**src/rtl/cpu_control.sv**
```systemverilog
// Control unit for the 16-bit RISC processor: a one-hot Moore FSM that fetches,
// decodes and sequences every datapath, PC and memory control signal.
module cpu_control (
  input  logic        clk,
  input  logic        reset_n,
  input  logic [15:0] instr,
  input  logic [2:0]  ZVN,
  output logic [2:0]  readnum,
  output logic [2:0]  writenum,
  output logic [3:0]  vsel,
  output logic        loada,
  output logic        loadb,
  output logic        loadc,
  output logic        loads,
  output logic        write,
  output logic        asel,
  output logic        bsel,
  output logic [1:0]  shift,
  output logic [1:0]  ALUop,
  output logic [15:0] sximm8,
  output logic [15:0] sximm5,
  output logic        load_ir,
  output logic        load_pc,
  output logic        reset_pc,
  output logic        load_addr,
  output logic        addr_sel,
  output logic [1:0]  pc_sel,
  output logic [1:0]  mem_cmd,
  output logic        halted
);

  typedef enum logic [18:0] {
    S_RST      = 19'h00001,
    S_IF1      = 19'h00002,
    S_IF2      = 19'h00004,
    S_UPD_PC   = 19'h00008,
    S_DECODE   = 19'h00010,
    S_WR_IMM   = 19'h00020,
    S_GET_A    = 19'h00040,
    S_GET_B    = 19'h00080,
    S_EXEC     = 19'h00100,
    S_WR_REG   = 19'h00200,
    S_MEM_ADDR = 19'h00400,
    S_LD_ADDR  = 19'h00800,
    S_MEM_RD   = 19'h01000,
    S_LDR_WB   = 19'h02000,
    S_STR_B    = 19'h04000,
    S_STR_PASS = 19'h08000,
    S_MEM_WR   = 19'h10000,
    S_BRANCH   = 19'h20000,
    S_HALT     = 19'h40000
  } state_e;

  state_e state_q, state_d;

  logic [2:0] opcode_s, rn_s, rd_s, rm_s;
  logic [1:0] op_s, sh_s;
  logic       is_mem_s, is_ldr_s, is_cmp_s, is_mov_reg_s;
  logic       flag_z_s, flag_v_s, flag_n_s, taken_s;

  assign opcode_s = instr[15:13];
  assign op_s     = instr[12:11];
  assign rn_s     = instr[10:8];
  assign rd_s     = instr[7:5];
  assign sh_s     = instr[4:3];
  assign rm_s     = instr[2:0];

  assign sximm8 = {{8{instr[7]}}, instr[7:0]};
  assign sximm5 = {{11{instr[4]}}, instr[4:0]};

  // The IR is stable after IF2, so later states re-derive the instruction class from it.
  assign is_ldr_s     = (opcode_s == 3'b011);
  assign is_mem_s     = (opcode_s == 3'b011) || (opcode_s == 3'b100);
  assign is_mov_reg_s = (opcode_s == 3'b110);
  assign is_cmp_s     = (opcode_s == 3'b101) && (op_s == 2'b01);

  assign flag_z_s = ZVN[2];
  assign flag_v_s = ZVN[1];
  assign flag_n_s = ZVN[0];

  // Branch condition evaluation from the status flags.
  always_comb begin
    taken_s = 1'b0;
    case (rn_s)
      3'b000:  taken_s = 1'b1;
      3'b001:  taken_s = flag_z_s;
      3'b010:  taken_s = !flag_z_s;
      3'b011:  taken_s = (flag_n_s != flag_v_s);
      3'b100:  taken_s = (flag_n_s != flag_v_s) || flag_z_s;
      default: taken_s = 1'b0;
    endcase
  end

  // State register; reset takes effect immediately, even mid-instruction.
  always_ff @(posedge clk or negedge reset_n) begin
    if (!reset_n) begin
      state_q <= S_RST;
    end else begin
      state_q <= state_d;
    end
  end

  // Next-state logic.
  always_comb begin
    state_d = state_q;
    case (state_q)
      S_RST:    state_d = S_IF1;
      S_IF1:    state_d = S_IF2;
      S_IF2:    state_d = S_UPD_PC;
      S_UPD_PC: state_d = S_DECODE;
      S_DECODE: begin
        case (opcode_s)
          3'b110: begin
            if (op_s == 2'b10) begin
              state_d = S_WR_IMM;
            end else if (op_s == 2'b00) begin
              state_d = S_GET_A;
            end else begin
              state_d = S_IF1;
            end
          end
          3'b101:  state_d = S_GET_A;
          3'b011:  state_d = (op_s == 2'b00) ? S_GET_A : S_IF1;
          3'b100:  state_d = (op_s == 2'b00) ? S_GET_A : S_IF1;
          3'b001:  state_d = (op_s == 2'b00) ? S_BRANCH : S_IF1;
          3'b111:  state_d = S_HALT;
          default: state_d = S_IF1;
        endcase
      end
      S_WR_IMM:   state_d = S_IF1;
      S_GET_A:    state_d = is_mem_s ? S_MEM_ADDR : S_GET_B;
      S_GET_B:    state_d = S_EXEC;
      S_EXEC:     state_d = is_cmp_s ? S_IF1 : S_WR_REG;
      S_WR_REG:   state_d = S_IF1;
      S_MEM_ADDR: state_d = S_LD_ADDR;
      S_LD_ADDR:  state_d = is_ldr_s ? S_MEM_RD : S_STR_B;
      S_MEM_RD:   state_d = S_LDR_WB;
      S_LDR_WB:   state_d = S_IF1;
      S_STR_B:    state_d = S_STR_PASS;
      S_STR_PASS: state_d = S_MEM_WR;
      S_MEM_WR:   state_d = S_IF1;
      S_BRANCH:   state_d = S_IF1;
      S_HALT:     state_d = S_HALT;
      default:    state_d = S_RST;
    endcase
  end

  // Moore output decode; everything defaults to inactive.
  always_comb begin
    readnum   = 3'b000;
    writenum  = 3'b000;
    vsel      = 4'b0000;
    loada     = 1'b0;
    loadb     = 1'b0;
    loadc     = 1'b0;
    loads     = 1'b0;
    write     = 1'b0;
    asel      = 1'b0;
    bsel      = 1'b0;
    shift     = 2'b00;
    ALUop     = 2'b00;
    load_ir   = 1'b0;
    load_pc   = 1'b0;
    reset_pc  = 1'b0;
    load_addr = 1'b0;
    addr_sel  = 1'b0;
    pc_sel    = 2'b00;
    mem_cmd   = 2'b00;
    halted    = 1'b0;
    case (state_q)
      S_RST: begin
        reset_pc = 1'b1;
        load_pc  = 1'b1;
      end
      S_IF1: begin
        addr_sel = 1'b1;
        mem_cmd  = 2'b01;
      end
      S_IF2: begin
        addr_sel = 1'b1;
        mem_cmd  = 2'b01;
        load_ir  = 1'b1;
      end
      S_UPD_PC: load_pc = 1'b1;
      S_DECODE: ;
      S_WR_IMM: begin
        writenum = rn_s;
        vsel     = 4'b0100;
        write    = 1'b1;
      end
      S_GET_A: begin
        readnum = rn_s;
        loada   = 1'b1;
      end
      S_GET_B: begin
        readnum = rm_s;
        loadb   = 1'b1;
      end
      S_EXEC: begin
        shift = sh_s;
        loadc = 1'b1;
        if (is_mov_reg_s) begin
          asel  = 1'b1;
          ALUop = 2'b00;
        end else begin
          ALUop = op_s;
          loads = is_cmp_s;
        end
      end
      S_WR_REG: begin
        writenum = rd_s;
        vsel     = 4'b0001;
        write    = 1'b1;
      end
      S_MEM_ADDR: begin
        bsel  = 1'b1;
        loadc = 1'b1;
      end
      S_LD_ADDR: load_addr = 1'b1;
      S_MEM_RD:  mem_cmd = 2'b01;
      S_LDR_WB: begin
        mem_cmd  = 2'b01;
        vsel     = 4'b1000;
        writenum = rd_s;
        write    = 1'b1;
      end
      S_STR_B: begin
        readnum = rd_s;
        loadb   = 1'b1;
      end
      S_STR_PASS: begin
        asel  = 1'b1;
        loadc = 1'b1;
      end
      S_MEM_WR: mem_cmd = 2'b10;
      S_BRANCH: begin
        load_pc = taken_s;
        pc_sel  = 2'b01;
      end
      S_HALT:  halted = 1'b1;
      default: ;
    endcase
  end

endmodule

```
**config.mk**
```make
export PLATFORM = sky130hd
export DESIGN_NAME = cpu_control
export DESIGN_NICKNAME = d
export VERILOG_FILES = /design/src/rtl/cpu_control.sv
export SDC_FILE = /design/constraint.sdc
export NUM_CORES = 1
export LEC_CHECK = 0
export ABC_AREA = 1
export BUFFER_PORTS_ARGS = -buffer_cell sky130_fd_sc_hd__buf_2
export CAP_MARGIN = 20
export CORE_UTILIZATION = 50
export DETAILED_ROUTE_END_ITERATION = 10
export PLACE_DENSITY = 0.86
export SLEW_MARGIN = 20
export SYNTH_ARGS = -nofsm -noshare
export SYNTH_HDL_FRONTEND = slang
export SYNTH_SLANG_ARGS = --single-unit
```
**constraint.sdc**
```tcl
create_clock -name clk -period 2.1 [get_ports clk]
set_input_delay 0.105 -clock clk [delete_from_list [all_inputs] [get_ports clk]]
set_output_delay 0.105 -clock clk [all_outputs]
set_load 0.005 [all_outputs]
```
Yosys cells after proc, flatten, opt, wreduce, memory -nomap -nowiden
Index checks and enable logic that the tools add are counted.
- word-level logic and storage cells: 80
- input bits: 21
- register bits: 19
- output and inout bits: 63
- reduce and logical (&&, ||, !) cells: 15
- equal/unequal tests: 32
- muxes and demuxes: 32
- operators with widths (kind ; count):
    19-bit one-hot mux with 14 select lines ; 1
    19-bit one-hot mux with 5 select lines ; 1
    19-bit by 1-bit equality test with 1-bit output, second input constant ; 1
    19-bit by 10-bit equality test with 1-bit output, second input constant ; 1
    19-bit by 11-bit equality test with 1-bit output, second input constant ; 1
    19-bit by 12-bit equality test with 1-bit output, second input constant ; 1
    19-bit by 13-bit equality test with 1-bit output, second input constant ; 1
    19-bit by 14-bit equality test with 1-bit output, second input constant ; 1
    19-bit by 15-bit equality test with 1-bit output, second input constant ; 1
    19-bit by 16-bit equality test with 1-bit output, second input constant ; 1
    19-bit by 17-bit equality test with 1-bit output, second input constant ; 1
    19-bit by 18-bit equality test with 1-bit output, second input constant ; 1
    19-bit equality test, second input constant ; 1
    19-bit by 2-bit equality test with 1-bit output, second input constant ; 1
    19-bit by 3-bit equality test with 1-bit output, second input constant ; 1
    19-bit by 4-bit equality test with 1-bit output, second input constant ; 1
    19-bit by 5-bit equality test with 1-bit output, second input constant ; 1
    19-bit by 6-bit equality test with 1-bit output, second input constant ; 1
    19-bit by 7-bit equality test with 1-bit output, second input constant ; 1
    19-bit by 8-bit equality test with 1-bit output, second input constant ; 1
    19-bit by 9-bit equality test with 1-bit output, second input constant ; 1
    18-bit 2-to-1 mux ; 1
    3-bit equality test, second input constant ; 5
    15-bit 2-to-1 mux ; 1
    25 further kinds ; 51

Longest topological paths before layout
Gate-level depths: netlist of run 1.
- depth after elaboration: 5
- gate-level depth with buffers: 10
- mapped depth without buffers: 10

Worst setup path before layout of run 1
Ideal clock, no wire load.
- path kind: flip-flop to output port
- start: register state_q[15]
- end: output writenum[0]
- arrival time: 1.219 ns
- cell stages (with the launch flop): 8
- buffers on the path: 0
- setup slack: 0.776 ns
- required time: 1.995 ns
- cells stage by stage: dfrtp_1 nor2_2 nand2_2 nor2_4 nand2_2 o21ai_2 nand2_1 o21ai_1
- cells in the longest elaborated chain, start to end: 3
- elaborated cells on any way between the ends: 5
- those cells by class: 3 x eq/ne; 1 x mux; 1 x reduce/logical
- ends and longest elaborated chain (what ; RTL line ; RTL):
    start, declared ; 54 ; state_e state_q, state_d;
    start signal, assigned ; 99 ; state_q <= state_d;
    19-bit by 14-bit equality test with 1-bit output / 19-bit by 10-bit equality test with 1-bit output (equally long branches) ; 170 ; case (state_q)
    2-bit OR reduction (no line) ; -- ;
    3-bit one-hot mux with 2 select lines (*) ; 170 ;
    end, declared ; 9 ; output logic [2:0] writenum,
Every way passes the cells marked *; elsewhere a longest branch is shown, timed or not.

Worst setup path in the final report of run 1
Ends and elaborated chain as after synthesis.

==> results.md, run 1 <==
- CTS tree: done
- HP Class: input port to register
- Number of cells on the worst hold path: 2
- Inserted Clock Buffers: 3
- WP data required: 2000 ps
- Final-report setup violation count: 0
- Crit path launch: state_q[15]$_DFF_PN0_
- Pwr dens: 597 mW/mm2
- Vias in the first global route: 1444
- Most flop-heavy register: state_q
- Synthesis-stage register bit count: 19
- WP data arrival: 1840 ps
- Congestion Overflow GR: 0
- Total GRT Usage: 21.9%
- Worst Path Buf+Inv: 1
- Most frequent CP cell: nand2_2
- Clk_lat worst skew: 290 ps
- Post-synthesis instance total: 256
- First-pass DRT Iterations: 4
- Iter 0 DRT Violations: 89
- Clk buf depth: 2
- Fin crit period: 1940 ps
- Port buffer count: 81
- # Post-CTS Setup Buffers: 0
- CTS Sinks: 19
- Slowest stage delay, CP: 430 ps
- Placer Congestion: 0.915
- Mapped Area: 0.00173 mm2
- RR Startpoint: state_q[15]$_DFF_PN0_
- Final-report hold violation count: 0
- Flop2flop setup slack: 530 ps
- Largest registers: state_q (19)
- Initial Util: 54.4%
- Post-synthesis sequential area ratio: 27.5%
- RSZ-0062 raised after global routing: false
- Slowest CP cell: dfrtp_1
- Post-synthesis mux area share: 0%
- DRC: 0
- Main combinational cell family by area after synthesis: simple AND/OR/NAND/NOR gates
- Number of diodes: 0
- WHS: 22.4 ps
- Synth cell types: 29
- Clock skew: 1.45 ps
- Max rail drop VDD: 306 uV
- Crit path max fanout: 6
- H-tree Lvls: 1
- Die area: 0.00370 mm2
- Clock root buffer: clkbuf_4
- Post-synthesis xor/xnor area fraction: 0.506%
- Crit path launch type: register
- Worst-path clk slew: 110 ps
- Layout cells sized above 1: 38.5%
- Max-slew violations: 0
- Family with the most delay on the worst path: simple AND/OR/NAND/NOR gates
- Num rows: 20
- Max reg flops: 19
- LEAKAGE: 1.31 nW
- Avg Cell Area, Syn: 6.76 um2
- Simple-gate portion of the synthesized area: 39.4%
- DR WL/cell: 10.9 um
- Cells along the critical path: nor2_2 -> nand2_2 -> nor2_4 -> nand2_2 -> o21ai_2 -> nand2_1 -> o21ai_1 -> buf_2
- Adder-Cell Fraction of Synth Area: 0%
- Die H: 60.8 um
- Worst R2R Path Depth: 10
- Area growth syn-to-layout: 14.2%
- Core box area: 0.00318 mm2
- Setup tns final: 0 ps
- Die width: 60.8 um
- Compound-gate portion of the synthesized area: 5.86%
- Nets@finish: 331
- Levels on crit path: 8
- Fmax: 515 MHz
- R2R Path End: state_q[0]$_DFF_PN1_
- Routed WL: 3.83 mm
- Max_cap viols: 0
- HPWL after DPL: 3.15 mm
- Synth Warn #: 0
- Routed vias/inst: 4.91
- Period Utilization, post-route: 92.4%
- Post-route ant nets: 0
- Initial antenna violation count: 0
- Status: completed
- Number of I/O pins: 84
- CP Class: register to output port
- Largest net degree at the start of global routing: 20
- Via count: 1732
- Crit end category: output port
- Worst setup path end: writenum[0]
- First-pass GRT wire length: 5.98 mm
## per-layer routing
metal | track usage (%) | routed length (um) | vias to the layer above
li1 | - | - | 854
met1 | 25.0 | 1660 | 788
met2 | 42.4 | 1910 | 88
met3 | 2.77 | 236 | 2
met4 | 5.84 | 20 | 0
met5 | 0 | 0 | -
## placed cells by master, fill, tap and decap left out, types with 3 or more instances in the layout
cell type  netlist  final
nand3_1         17     17
clkbuf_4         0      3
o21ai_1          4      4
o21ai_0          3      3
dfrtp_1         18     18
buf_2            0     81
nand2_2          8      8
inv_1           48     48
nand2_1         43     43
nor2_1          28     28
o211ai_1         5      5
nor4_1           4      4
nor2_4           5      5
inv_2            6      6
nor3_1          10     10
nor2_2           7      7
## cell usage after synthesis
master / instances / area share, %
inv_1: 48 / 10
dfstp_2: 1 / 1.5
nor3_1: 10 / 2.9
o311ai_0: 1 / 0.51
o21ai_2: 1 / 0.51
nand4_1: 1 / 0.36
o21ai_0: 3 / 0.87
a31oi_1: 1 / 0.36
xor2_1: 1 / 0.51
conb_1: 1 / 0.22
buf_4: 34 / 15
nand2_4: 2 / 1.3
nor2_2: 7 / 2.5
nand3_2: 2 / 1.2
or2_1: 1 / 0.36
nand2_2: 8 / 2.9
nand2_1: 43 / 9.3
dfrtp_1: 18 / 26
nor2_1: 28 / 6.1
nand3_4: 1 / 1.0
o211ai_1: 5 / 2.2
a21oi_1: 1 / 0.29
o21ai_1: 4 / 1.2
inv_2: 6 / 1.3
nor2_8: 1 / 1.2
nor2_4: 5 / 3.3
nand3_1: 17 / 4.9
nor3b_2: 1 / 0.72
nor4_1: 4 / 1.4
## worst min path at each step
stage	to	slack [ps]	from
after floorplan	state_q[10]$_DFF_PN0_	-190	reset_n
after global placement	state_q[1]$_DFF_PN0_	60	reset_n
after detailed placement	state_q[1]$_DFF_PN0_	60	reset_n
after CTS	state_q[5]$_DFF_PN0_	20	instr[11]
after global routing	state_q[5]$_DFF_PN0_	10	instr[11]
final	state_q[5]$_DFF_PN0_	20	instr[11]
## through the flow
step	setup slack [ps]	util (%)	instance area, um2	power [mW]	instances
finish	159	62.2	1980	1.18	353
global route	5.47	62.2	1980	1.27	353
CTS	151	62.2	1980	1.18	353
detailed placement	491	61.0	1940	0.997	348
floorplan	776	-	1730	0.859	257
global placement	519	61.0	1940	0.986	348
## power breakdown
part	total (mW)	leakage [nW]	internal [mW]	switching, mW
sequential	0.437	0.260	0.406	0.0311
combinational	0.554	1.04	0.206	0.348
clock	0.189	0.0150	0.0739	0.116
total	1.18	1.31	0.686	0.494
## timing repair
item                      CTS  global route
resized for setup           0             0
hold buffers                1             0
hold endpoints to repair   18             0
## area by class of cell
class | count | area [um2]
clock buffers | 4 | 26.3
fillers | 306 | 1200
inverters | 54 | 203
multi-input cells | 150 | 800
flip-flops and latches | 19 | 477
well taps | 44 | 55.1
repair buffers | 82 | 415
## cells by family after synthesis
| logic type | after synthesis |
|---|---|
| and+or+nand+nor | 131 |
| other | 1 |
| AOI/OAI and AO/OA | 16 |
| xor gates and xnor gates | 1 |
| DFF | 19 |
| buffers and inverters | 88 |
Note: power is estimated with default switching activity, not from simulation.
==> run 2, diff against run 1 <==
Settings changed: RECOVER_POWER from default to 50.
==> results.md, run 2 (same netlist as run 1, synthesis figures left out) <==
- Status: completed
- HPWL after DPL: 3.15 mm
- Fin crit period: 1950 ps
- Initial Util: 54.4%
- Clk buf depth: 2
- Largest net degree at the start of global routing: 20
- Number of diodes: 0
- LEAKAGE: 1.25 nW
- Initial antenna violation count: 0
- Die width: 60.8 um
- Port buffer count: 81
- Final-report hold violation count: 0
- Clock root buffer: clkbuf_4
- Setup tns final: 0 ps
- Max-slew violations: 0
- Routed vias/inst: 4.89
- WP data required: 2000 ps
- Final-report setup violation count: 0
- DR WL/cell: 10.9 um
- First-pass DRT Iterations: 4
- Congestion Overflow GR: 0
- Most frequent CP cell: nand2_2
- Routed WL: 3.84 mm
- Max reg flops: 19
- First-pass GRT wire length: 5.98 mm
- Die H: 60.8 um
- Non-Filler Instances: 353
- CP Class: register to output port
- Cell Count Post-Placement: 348
- Period Utilization, post-route: 92.9%
- Most flop-heavy register: state_q
- Number of I/O pins: 84
- Fmax: 513 MHz
- Most frequent cells in the layout: buf_2 (58), inv_1 (48), nand2_1 (43)
- Num rows: 20
- PostCTS Resize Cnt: 0
- Max_cap viols: 0
- Cells along the critical path: nor2_2 -> nand2_2 -> nor2_4 -> nand2_2 -> o21ai_2 -> nand2_1 -> o21ai_1 -> buf_2
- Core box area: 0.00318 mm2
- Total GRT Usage: 21.9%
- Area growth syn-to-layout: 12.5%
- RSZ-0062 raised after global routing: false
- Slowest CP cell: dfrtp_1
- Layout cells sized above 1: 31.1%
- Largest registers: state_q (19)
- Power Total: 1.18 mW
- Inserted Clock Buffers: 3
- Crit end category: output port
- Worst-Margin Slew: 1000 ps
- Die area: 0.00370 mm2
- Worst-path clk slew: 110 ps
- Vias in the first global route: 1444
- HP Class: input port to register
- Nets@finish: 331
- Rel. slew slack: 33.1%
- DRC: 0
- Commonest non-fill, non-tap cell in the layout: buf_2
- WP data arrival: 1840 ps
- Slowest stage delay, CP: 440 ps
- CTS Sinks: 19
- Placer Congestion: 0.915
- Clk_lat worst skew: 290 ps
- Max rail drop VDD: 306 uV
- Post-route ant nets: 0
- CTS tree: done
- Pwr dens: 604 mW/mm2
- # Post-CTS Setup Buffers: 0
- Iter 0 DRT Violations: 84
- Crit path launch type: register
- Clock skew: 1.08 ps
- H-tree Lvls: 1
- Via count: 1725
- Crit path max fanout: 6
==> run 2: path summary, 6_finish.rpt <==
path	cells after the start	startpoint	slack, ps	to
worst max-delay path	8	state_q[15]$_DFF_PN0_	150	writenum[0]
worst min-delay path	2	instr[11]	20	state_q[5]$_DFF_PN0_
worst max register to register	10	state_q[15]$_DFF_PN0_	520	state_q[0]$_DFF_PN1_
worst min register to register	1	state_q[3]$_DFF_PN0_	550	state_q[3]$_DFF_PN0_
max in group asynchronous	2	reset_n	1020	state_q[8]$_DFF_PN0_
min in group asynchronous	2	reset_n	480	state_q[16]$_DFF_PN0_
==> run 2: layout make-up <==
type                            instances  area (um2)
Fill cell                             322        1230
Multi-Input combinational cell        150         800
Sequential cell                        19         477
Timing Repair Buffer                   82         387
Inverter                               54         203
Tap cell                               44        55.1
Clock buffer                            4        26.3
==> run 2: power breakdown <==
part	leakage, nW	internal (mW)	switching, mW
Sequential	0.260	0.406	0.0314
Clock	0.0150	0.0739	0.116
Combinational	0.975	0.200	0.349
Total	1.25	0.680	0.496
==> run 2: critical path, delay by kind of cell (launching register included) <==
family	cells	cell delay [ps]
and+or+nand+nor	5	640
DFF	1	440
AOI/OAI and AO/OA	2	330
buffers and inverters	1	130
==> run 2: what timing repair did <==
item / CTS / global route
endpoints found under the hold margin: 18 / 0
endpoints found under the setup margin: 0 / 0
hold buffers: 1 / 0
==> run 2: per-layer routing <==
metal / global-route usage, % / vias up / routed length (um)
li1: - / 855 / -
met1: 25.0 / 785 / 1700
met2: 42.4 / 83 / 1900
met3: 2.77 / 2 / 228
met4: 5.84 / 0 / 20
met5: 0 / - / 0
==> run 2: through the flow <==
stage	cell area (um2)	setup slack, ps	utilization, %	hold slack (ps)
after floorplan	1730	776	-	-191
after global placement	1940	519	61.0	64.5
after detailed placement	1940	491	61.0	62.1
after CTS	1980	151	62.2	21.7
after global routing	1950	5.47	61.3	9.93
final	1950	150	61.3	22.1
==> run 3, diff against run 2 <==
Settings changed: CORE_UTILIZATION 50 to 47, PLACE_DENSITY 0.86 to 0.81.
Clock period 2.1 ns to 2.2 ns, I/O delays scaled along.
==> results.md, run 3 (same netlist as run 1, synthesis figures left out) <==
- H-tree Lvls: 1
- Fmax: 530 MHz
- Crit end category: output port
- Fill cells: 362
- Slowest CP cell: dfrtp_1
- Non-Filler Instances: 355
- Flop2flop setup slack: 610 ps
- Number of diodes: 0
- Hold Path Sink: state_q[5]$_DFF_PN0_
- Worst-path clk slew: 70 ps
- CTS Sinks: 19
- Post-route ant nets: 0
- CP Class: register to output port
- Die area: 0.00393 mm2
- Max_cap viols: 0
- Congestion Overflow GR: 0
- Core box area: 0.00344 mm2
- Number of cells on the worst hold path: 2
- HPWL after DPL: 3.22 mm
- Via count: 1675
- Fin crit period: 1890 ps
- WP data arrival: 1780 ps
- Initial Util: 50.3%
- Routed vias/inst: 4.72
- Nets@finish: 331
- Die width: 62.7 um
- Largest registers: state_q (19)
- Rel. slew slack: 33.6%
- Placer Congestion: 0.859
- Number of I/O pins: 84
- Initial antenna violation count: 0
- Cells along the critical path: nor2_2 -> nand2_2 -> nor2_4 -> nand2_2 -> o21ai_2 -> nand2_1 -> o21ai_1 -> buf_2
- Max reg flops: 19
- RR Startpoint: state_q[12]$_DFF_PN0_
- First-pass GRT wire length: 6.42 mm
- Clock root buffer: clkbuf_8
- Largest net degree at the start of global routing: 20
- DRC: 0
- Inserted Clock Buffers: 3
- DR WL/cell: 10.8 um
- Num rows: 21
- Routed WL: 3.84 mm
- Cell Count Post-Placement: 350
- First-pass DRT Iterations: 4
- Post-DP Area: 0.00194 mm2
- CTS tree: done
- RSZ-0062 raised after global routing: false
- Final-report setup violation count: 0
- Max rail drop VDD: 311 uV
- Final-report hold violation count: 0
- Period Utilization, post-route: 85.7%
- WP data required: 2090 ps
- Clock skew: 1.73 ps
- Clk_lat worst skew: 260 ps
- Most flop-heavy register: state_q
- HP Class: input port to register
- Worst R2R Path Depth: 10
- Final Util: 57.5%
- Setup tns final: 0 ps
- Status: completed
- Area growth syn-to-layout: 14.4%
- Commonest non-fill, non-tap cell in the layout: buf_2
- Total GRT Usage: 20.7%
- Vias in the first global route: 1482
- Crit path launch type: register
- Most frequent CP cell: nand2_2
- Pwr dens: 600 mW/mm2
- Fin area: 0.00198 mm2
- Setup WS pre-CTS: 613 ps
- Setup WS post-layout: 314 ps
- Layout cells sized above 1: 34.0%
- LEAKAGE: 1.28 nW
- Hold Crit Start: instr[11]
- Clk buf depth: 2
- Slowest stage delay, CP: 430 ps
- Max-slew violations: 0
- Crit path max fanout: 6
- Worst-Margin Slew: 996 ps
- PostCTS Resize Cnt: 0
- R2R Path End: state_q[0]$_DFF_PN1_
- Port buffer count: 81
- Die H: 62.7 um
- Iter 0 DRT Violations: 76
- Most frequent cells in the layout: buf_2 (61), inv_1 (48), nand2_1 (43)
run 3: changes by cell type in the layout (fill, tap and decap cells not counted):
cell,change
clkbuf_1,-9
clkbuf_2,+5
buf_2,+3
clkbuf_4,-3
clkbuf_8,+3
clkinv_2,+1
run 3: metrics by stage:
step                hold slack (ps)  power (mW)
CTS                            64.4        1.20
global placement               68.3       0.939
floorplan                      -186       0.820
detailed placement             66.2       0.952
finish                         68.7        1.19
global route                   78.7        1.28
run 3: cell type report:
class | count | area [um2] | share of cell area (%)
tap | 46 | 57.6 | 2.91
multi-input combinational | 150 | 800 | 40.4
clock inverter | 1 | 5.00 | 0.253
sequential | 19 | 477 | 24.1
inverter | 54 | 203 | 10.2
clock buffer | 3 | 41.3 | 2.09
timing repair buffer | 82 | 397 | 20.0
run 3: worst max-delay path by stage:
stage,startpoint,to,slack [ps]
global placement,state_q[12]$_DFF_PN0_,loads,650
finish,state_q[12]$_DFF_PN0_,writenum[2],310
floorplan,state_q[15]$_DFF_PN0_,writenum[0],870
global route,state_q[15]$_DFF_PN0_,writenum[0],140
CTS,state_q[15]$_DFF_PN0_,writenum[2],320
detailed placement,state_q[15]$_DFF_PN0_,writenum[1],610
run 3: power breakdown:
group	internal, mW	total, mW	leakage (nW)	switching [mW]
Combinational	0.193	0.528	0.998	0.336
Sequential	0.387	0.417	0.260	0.0296
Clock	0.126	0.241	0.0255	0.115
run 3: layer usage:
| layer | part of all wire (%) | up-vias | GRT usage [%] |
|---|---|---|---|
| li1 | - | 859 | - |
| met3 | 6.6 | 6 | 2.92 |
| met5 | 0 | - | 0 |
| met2 | 46 | 70 | 34.0 |
| met4 | 1.8 | 0 | 9.01 |
| met1 | 46 | 740 | 26.9 |
run 3: what timing repair did:
action,CTS,global route
buffers inserted,0,0
setup endpoints to repair,0,0
hold buffers,1,0
endpoints found under the hold margin,18,0
run 3: worst max-delay path, delay by kind of cell, from the launching register on:
family	cells	cell delay, ps
compound gates	2	300
flops	1	430
simple gates	5	660
buf+inv	1	130
